## config.mk

```make
export PLATFORM = sky130hd
export DESIGN_NAME = floor_request_manager
export DESIGN_NICKNAME = d
export VERILOG_FILES = /design/src/rtl/floor_request_manager.sv
export SDC_FILE = /design/constraint.sdc
export NUM_CORES = 1
export LEC_CHECK = 0
export ABC_AREA = 1
export CELL_PAD_IN_SITES_DETAIL_PLACEMENT = 0
export CELL_PAD_IN_SITES_GLOBAL_PLACEMENT = 1
export CORE_MARGIN = 2
export CORE_UTILIZATION = 40
export CTS_BUF_LIST = sky130_fd_sc_hd__clkbuf_8 sky130_fd_sc_hd__clkbuf_16
export DETAILED_ROUTE_END_ITERATION = 7
export MAX_ROUTING_LAYER = met4
export PLACE_DENSITY = 0.84
export SYNTH_ARGS = -nofsm -noshare
export SYNTH_HDL_FRONTEND = slang
export SYNTH_SLANG_ARGS = --single-unit
```

## constraint.sdc

```tcl
create_clock -name clk -period 2.2 [get_ports clk]
set_input_delay 0.44 -clock clk [delete_from_list [all_inputs] [get_ports clk]]
set_output_delay 0.44 -clock clk [all_outputs]
set_load 0.01 [all_outputs]
```

## src/rtl/floor_request_manager.sv

```systemverilog
// floor_request_manager: latches hall/cabin calls, assigns hall calls to the
// nearer car, and runs a per-car door dwell FSM that clears served floors.
// Macro DOOR_HOLD_EN: a cabin press at the dwell floor re-holds the door.
// Ports: clk, rst (async, active low), simState (0 START 1 SIM 2 PAUSE
// 3 ENDING), hall_call[5:0], cabin_call[11:0] ([11:6] left, [5:0] right),
// half_elevatorPositions[7:0] ([3:0] left), directions[1:0] (1 = up),
// FloorsRequested/FloorDestinations[11:0] ([11:6] left), door_open[1:0].
module floor_request_manager #(
  parameter int unsigned DWELL_CYCLES = 8
) (
  input  logic        clk,
  input  logic        rst,
  input  logic [1:0]  simState,
  input  logic [5:0]  hall_call,
  input  logic [11:0] cabin_call,
  input  logic [7:0]  half_elevatorPositions,
  input  logic [1:0]  directions,
  output logic [11:0] FloorsRequested,
  output logic [11:0] FloorDestinations,
  output logic [1:0]  door_open
);

  localparam logic [1:0] ST_START = 2'd0;
  localparam logic [1:0] ST_SIM   = 2'd1;
  localparam logic [7:0] DWELL_LD = 8'(DWELL_CYCLES - 1);

  typedef enum logic {TRACK, DWELL} state_e;

  // Index 0 = left car, 1 = right car throughout.
  state_e          st_q  [2];
  state_e          st_d  [2];
  logic [7:0]      cnt_q [2];
  logic [7:0]      cnt_d [2];
  logic [2:0]      flr_q [2];
  logic [2:0]      flr_d [2];
  logic [1:0][5:0] req_q, req_d;
  logic [1:0][5:0] dst_q, dst_d;
  logic [1:0][5:0] new_req, new_dst;
  logic [1:0][5:0] drop;
  logic [1:0][5:0] cab;
  logic [3:0]      pos   [2];
  logic [2:0]      af    [2];
  logic [1:0]      at;

  assign cab = {cabin_call[5:0], cabin_call[11:6]};

  always_comb begin
    pos[0] = half_elevatorPositions[3:0];
    pos[1] = half_elevatorPositions[7:4];
    for (int k = 0; k < 2; k++) begin
      at[k] = !pos[k][0] && (pos[k] <= 4'd10);
      af[k] = pos[k][3:1];
    end
  end

  // Hall-call assignment and press filtering.
  always_comb begin
    logic [3:0] tgt, dl, dr;
    logic       el_l, el_r, tw_l, tw_r, pick_r;
    tgt     = '0;
    dl      = '0;
    dr      = '0;
    el_l    = 1'b0;
    el_r    = 1'b0;
    tw_l    = 1'b0;
    tw_r    = 1'b0;
    pick_r  = 1'b0;
    new_req = '0;
    for (int k = 0; k < 2; k++) begin
      // A press for the floor a car is dwelling at is already served.
      drop[k] = (st_q[k] == DWELL) ? (6'b000001 << flr_q[k]) : 6'b0;
    end
    el_l = pos[0] <= 4'd10;
    el_r = pos[1] <= 4'd10;
    for (int f = 0; f < 6; f++) begin
      tgt  = 4'(2 * f);
      dl   = (tgt >= pos[0]) ? tgt - pos[0] : pos[0] - tgt;
      dr   = (tgt >= pos[1]) ? tgt - pos[1] : pos[1] - tgt;
      tw_l = directions[0] ? (tgt > pos[0]) : (tgt < pos[0]);
      tw_r = directions[1] ? (tgt > pos[1]) : (tgt < pos[1]);
      // Left wins every unresolved tie, including both cars ineligible.
      pick_r = el_r && (!el_l || (dr < dl) ||
               ((dr == dl) && tw_r && !tw_l));
      if (hall_call[f] && !req_q[0][f] && !req_q[1][f]) begin
        if (pick_r) new_req[1][f] = 1'b1;
        else        new_req[0][f] = 1'b1;
      end
    end
    for (int k = 0; k < 2; k++) begin
      new_req[k] = new_req[k] & ~drop[k];
      new_dst[k] = cab[k] & ~drop[k];
    end
  end

  // Next state: request latches and dwell FSMs.
  always_comb begin
    req_d = req_q;
    dst_d = dst_q;
    st_d  = st_q;
    cnt_d = cnt_q;
    flr_d = flr_q;
    if (simState == ST_START) begin
      req_d = '0;
      dst_d = '0;
      for (int k = 0; k < 2; k++) begin
        st_d[k]  = TRACK;
        cnt_d[k] = '0;
        flr_d[k] = '0;
      end
    end else if (simState == ST_SIM) begin
      req_d = req_q | new_req;
      dst_d = dst_q | new_dst;
      for (int k = 0; k < 2; k++) begin
        if (st_q[k] == TRACK) begin
          if (at[k] && (req_q[k][af[k]] || dst_q[k][af[k]])) begin
            st_d[k]  = DWELL;
            cnt_d[k] = DWELL_LD;
            flr_d[k] = af[k];
          end
        end else begin
`ifdef DOOR_HOLD_EN
          if (cab[k][flr_q[k]]) begin
            cnt_d[k] = DWELL_LD;
          end else
`endif
          if (cnt_q[k] == 8'd0) begin
            req_d[k][flr_q[k]] = 1'b0;
            dst_d[k][flr_q[k]] = 1'b0;
            st_d[k]            = TRACK;
          end else begin
            cnt_d[k] = cnt_q[k] - 8'd1;
          end
        end
      end
    end
  end

  always_ff @(posedge clk or negedge rst) begin
    if (!rst) begin
      req_q <= '0;
      dst_q <= '0;
      for (int k = 0; k < 2; k++) begin
        st_q[k]  <= TRACK;
        cnt_q[k] <= '0;
        flr_q[k] <= '0;
      end
    end else begin
      req_q <= req_d;
      dst_q <= dst_d;
      st_q  <= st_d;
      cnt_q <= cnt_d;
      flr_q <= flr_d;
    end
  end

  assign FloorsRequested   = {req_q[0], req_q[1]};
  assign FloorDestinations = {dst_q[0], dst_q[1]};
  assign door_open         = {st_q[1] == DWELL, st_q[0] == DWELL};

endmodule

```

==> out/metrics.cfg <==
[run_status]
status=finished with violations
failed_checks=negative setup slack

[logic_synthesis]
synth_top_area_share=0.259
synth.area.top_cells=sky130_fd_sc_hd__dfrtp_1 26%, sky130_fd_sc_hd__nand2_1 18%, sky130_fd_sc_hd__ha_1 12%
ys_types=38
syn-instance-count=719
syn_area_per_cell_um2=6.45
ys.warnings.count=0
synth_seq_area_share=0.259
synth.ff_latch_count=48
ys_dominant_reg_cell=sky130_fd_sc_hd__dfrtp_1
asyncSetResetFlopFracSynth=1.00
yosysTopAreaCell=sky130_fd_sc_hd__dfrtp_1
syn-cell-area_mm2=0.00464
number_of_enable_type_register_cells_in_the_synthesized_netlist=0
net_count_after_synthesis=794

[critical_path]
worst-endpoint-arrival_ps=2490
worstPathCellList=buf_12 -> clkinv_8 -> ha_4 -> a21oi_4 -> nand2_2 -> mux2_4 -> xor2_2 -> ha_1 -> buf_4 -> a21oi_2 -> a21oi_2 -> nand2_2 -> buf_4 -> nand3_2 -> nand2_1 -> nand2_1 -> nand2_1
slowest_delay_ps=310
cpLargestDelayFamily=adder cells
timing.critical_path.required_ps=2380
critical_path_peak_fanout=3
critPathBufInv=4
critPathKind=primary input to flop
r2r_slack_ps=270
category_of_the_worst_setup_path_capture_point=flop
cpMostUsedCell=sky130_fd_sc_hd__nand2_1
cp_slowest_cell=sky130_fd_sc_hd__mux2_4
kind_of_start_point_of_the_critical_path=primary input

[timing]
clock_skew_ps=5.59
final_critical_path_setup_slack_ps=-104
worst_slew_slack_as_a_fraction_of_its_limit=0.622
timing.final.hold_violations=0
holdWs_ps=143
layout_worst_path_cycle_share=1.05
finalSetupTns_ps=-219
rsz0062_at_grt=true
setup_violations=3
worst_slew_pin_slew_ps=567
slew_viol_final=0
layout_min_cycle_time_ps=2300
fmax_mhz=434

[power]
power.density_cell_area_mw_per_mm2=735
p_seq_frac=0.274
switching_share=0.431
leakagePower_uw=0.00328
power_report.internal_total_uw=2760
report.power.total_uw=4860
power.combinational.fraction=0.548
pwr-share-clk=0.178
net_switching_power_of_the_design_uw=2100
vdd_drop_max_uv=723

[clock_tree]
h-tree-depth=2
ctsRootBufferMaster=sky130_fd_sc_hd__clkbuf_16
max-clock-path-buffers=2
tritoncts=built
clkTransAtPathRegs_ps=70
cts_sink_count=48
clk_latency_ps=290
tritoncts.num_buffers=5

[job]
drv.max_cap_violation_count=0

[cells_and_area]
nets=931
final_area_mm2=0.00661
syn2layout_area_growth_pct=42.5
drive_above_1_share=0.232
layout.cells.non_filler=1001
layout.cells.most_common_list=204 x sky130_fd_sc_hd__nand2_1, 83 x sky130_fd_sc_hd__buf_4, 81 x sky130_fd_sc_hd__inv_1
layout.cells.most_common=sky130_fd_sc_hd__nand2_1

[detailed_routing]
wire_per_inst_um=15.7
totalWireLength_um=15700
route.detailed.drc=0
drtAntennaViolNets=0
vias_per_std_cell=5.27
vias=5277
drt_first_iter_violations=514
drt-pass1-iter-count=5

[floorplan]
die_w_um=112
floorplan.rows=39
die_height_um=112
start_util=0.408
die_footprint_mm2=0.0125
design.portCount=58
design.core.area_mm2=0.0114

[min_path]
hold_path_class=primary input to asynchronous set/reset pin

[global_route]
number_of_antenna_violations_at_the_first_check_in_global_routing=1
grt_util_all_layers=0.259
grt_pass1_vias=5210
grt_remaining_overflow=0
wire_length_of_the_first_global_routing_pass_um=25500
largest_net_degree_at_the_start_of_global_routing=28

[placed_design]
placed_area_mm2=0.00597
buffer_ports.inserted=57
detailedPlacementHpwl_um=12300
placed_cells=980
gp_weighted_congestion=0.945

[per-layer routing]
| layer | vias to the layer above | share of wire | global-route usage |
|---|---|---|---|
| li1 | 2619 | - | - |
| met1 | 2474 | 0.42 | 0.316 |
| met2 | 152 | 0.51 | 0.454 |
| met3 | 32 | 0.034 | 0.0212 |
| met4 | 0 | 0.029 | 0.0790 |
| met5 | - | 0 | - |
[Yosys cell counts, types with 4 or more instances]
cell / number
sky130_fd_sc_hd__nand2_1: 221
sky130_fd_sc_hd__inv_1: 89
sky130_fd_sc_hd__nor2_1: 63
sky130_fd_sc_hd__nand3_1: 53
sky130_fd_sc_hd__dfrtp_1: 48
sky130_fd_sc_hd__o21ai_0: 48
sky130_fd_sc_hd__ha_1: 43
sky130_fd_sc_hd__a21oi_1: 34
sky130_fd_sc_hd__nor3_1: 23
sky130_fd_sc_hd__xor2_1: 16
sky130_fd_sc_hd__a31oi_1: 9
sky130_fd_sc_hd__clkbuf_1: 7
sky130_fd_sc_hd__buf_2: 6
sky130_fd_sc_hd__nand4_1: 6
sky130_fd_sc_hd__a311oi_1: 5
sky130_fd_sc_hd__o21ai_1: 5
sky130_fd_sc_hd__inv_2: 4
sky130_fd_sc_hd__nand3_2: 4
sky130_fd_sc_hd__o211ai_1: 4
[registers in the layout, indices dropped and copies added, names as in the netlist]
| name | count |
|---|---|
| FloorsRequested | 12 |
| door_open | 2 |
| FloorDestinations | 12 |
| cnt_q | 16 |
| flr_q | 6 |
[power groups by stage]
| stage | clock network, uW | registers, uW | logic, uW |
|---|---|---|---|
| detailed placement | 0 | 1340 | 2500 |
| finish | 864 | 1330 | 2660 |
| global route | 914 | 1360 | 2980 |
| CTS | 870 | 1330 | 2570 |
| floorplan | 0 | 1310 | 1520 |
| global placement | 0 | 1330 | 2450 |
[final timing paths]
kind | start | to | depth (start not counted)
setup / recovery | half_elevatorPositions[7] | FloorsRequested[3]$_DFFE_PN0P_ | 17
hold / removal | rst | cnt_q[6]$_DFFE_PN0P_ | 1
setup reg to reg | cnt_q[0]$_DFFE_PN0P_ | FloorsRequested[2]$_DFFE_PN0P_ | 9
hold reg to reg | cnt_q[0]$_DFFE_PN0P_ | cnt_q[0]$_DFFE_PN0P_ | 2
max in group asynchronous | rst | FloorsRequested[11]$_DFFE_PN0P_ | 2
min in group clk | cnt_q[0]$_DFFE_PN0P_ | cnt_q[0]$_DFFE_PN0P_ | 2
[per-stage QoR]
stage / util / worst slack (ps)
3_3_place_gp: 0.525 / -868
5_1_grt: 0.581 / -231
3_5_place_dp: 0.525 / -965
2_1_floorplan: - / -231
6_report: 0.581 / -104
4_1_cts: 0.561 / -188
[cell families (layout without fill, tap and decap cells)]
kind of cell,count (synthesis),after routing,synth area share
xor gates and xnor gates,19,19,0.0359
other,0,1,0
AOI/OAI and AO/OA,113,113,0.135
adders and majority gates,43,43,0.116
buffers and inverters,112,250,0.0971
DFF,48,48,0.259
muxes,1,1,0.00243
and+or+nand+nor,383,383,0.354
[repair_timing]
item	4_1_cts	5_1_grt
setup endpoints to repair	36	12
gates resized for setup	97	53
hold buffers	0	0
buffers inserted	6	7
pin swaps	35	31
[final cells by class]
type / count / area (um2)
fillers: 1076 / 4760
clock inverters: 3 / 38.8
well taps: 143 / 179
multi-input cells: 559 / 3380
diodes: 1 / 2.50
flip-flops and latches: 48 / 1200
inverters: 95 / 387
clock buffers: 5 / 125
repair buffers: 147 / 1290
Power figures use the tool's default switching activity.
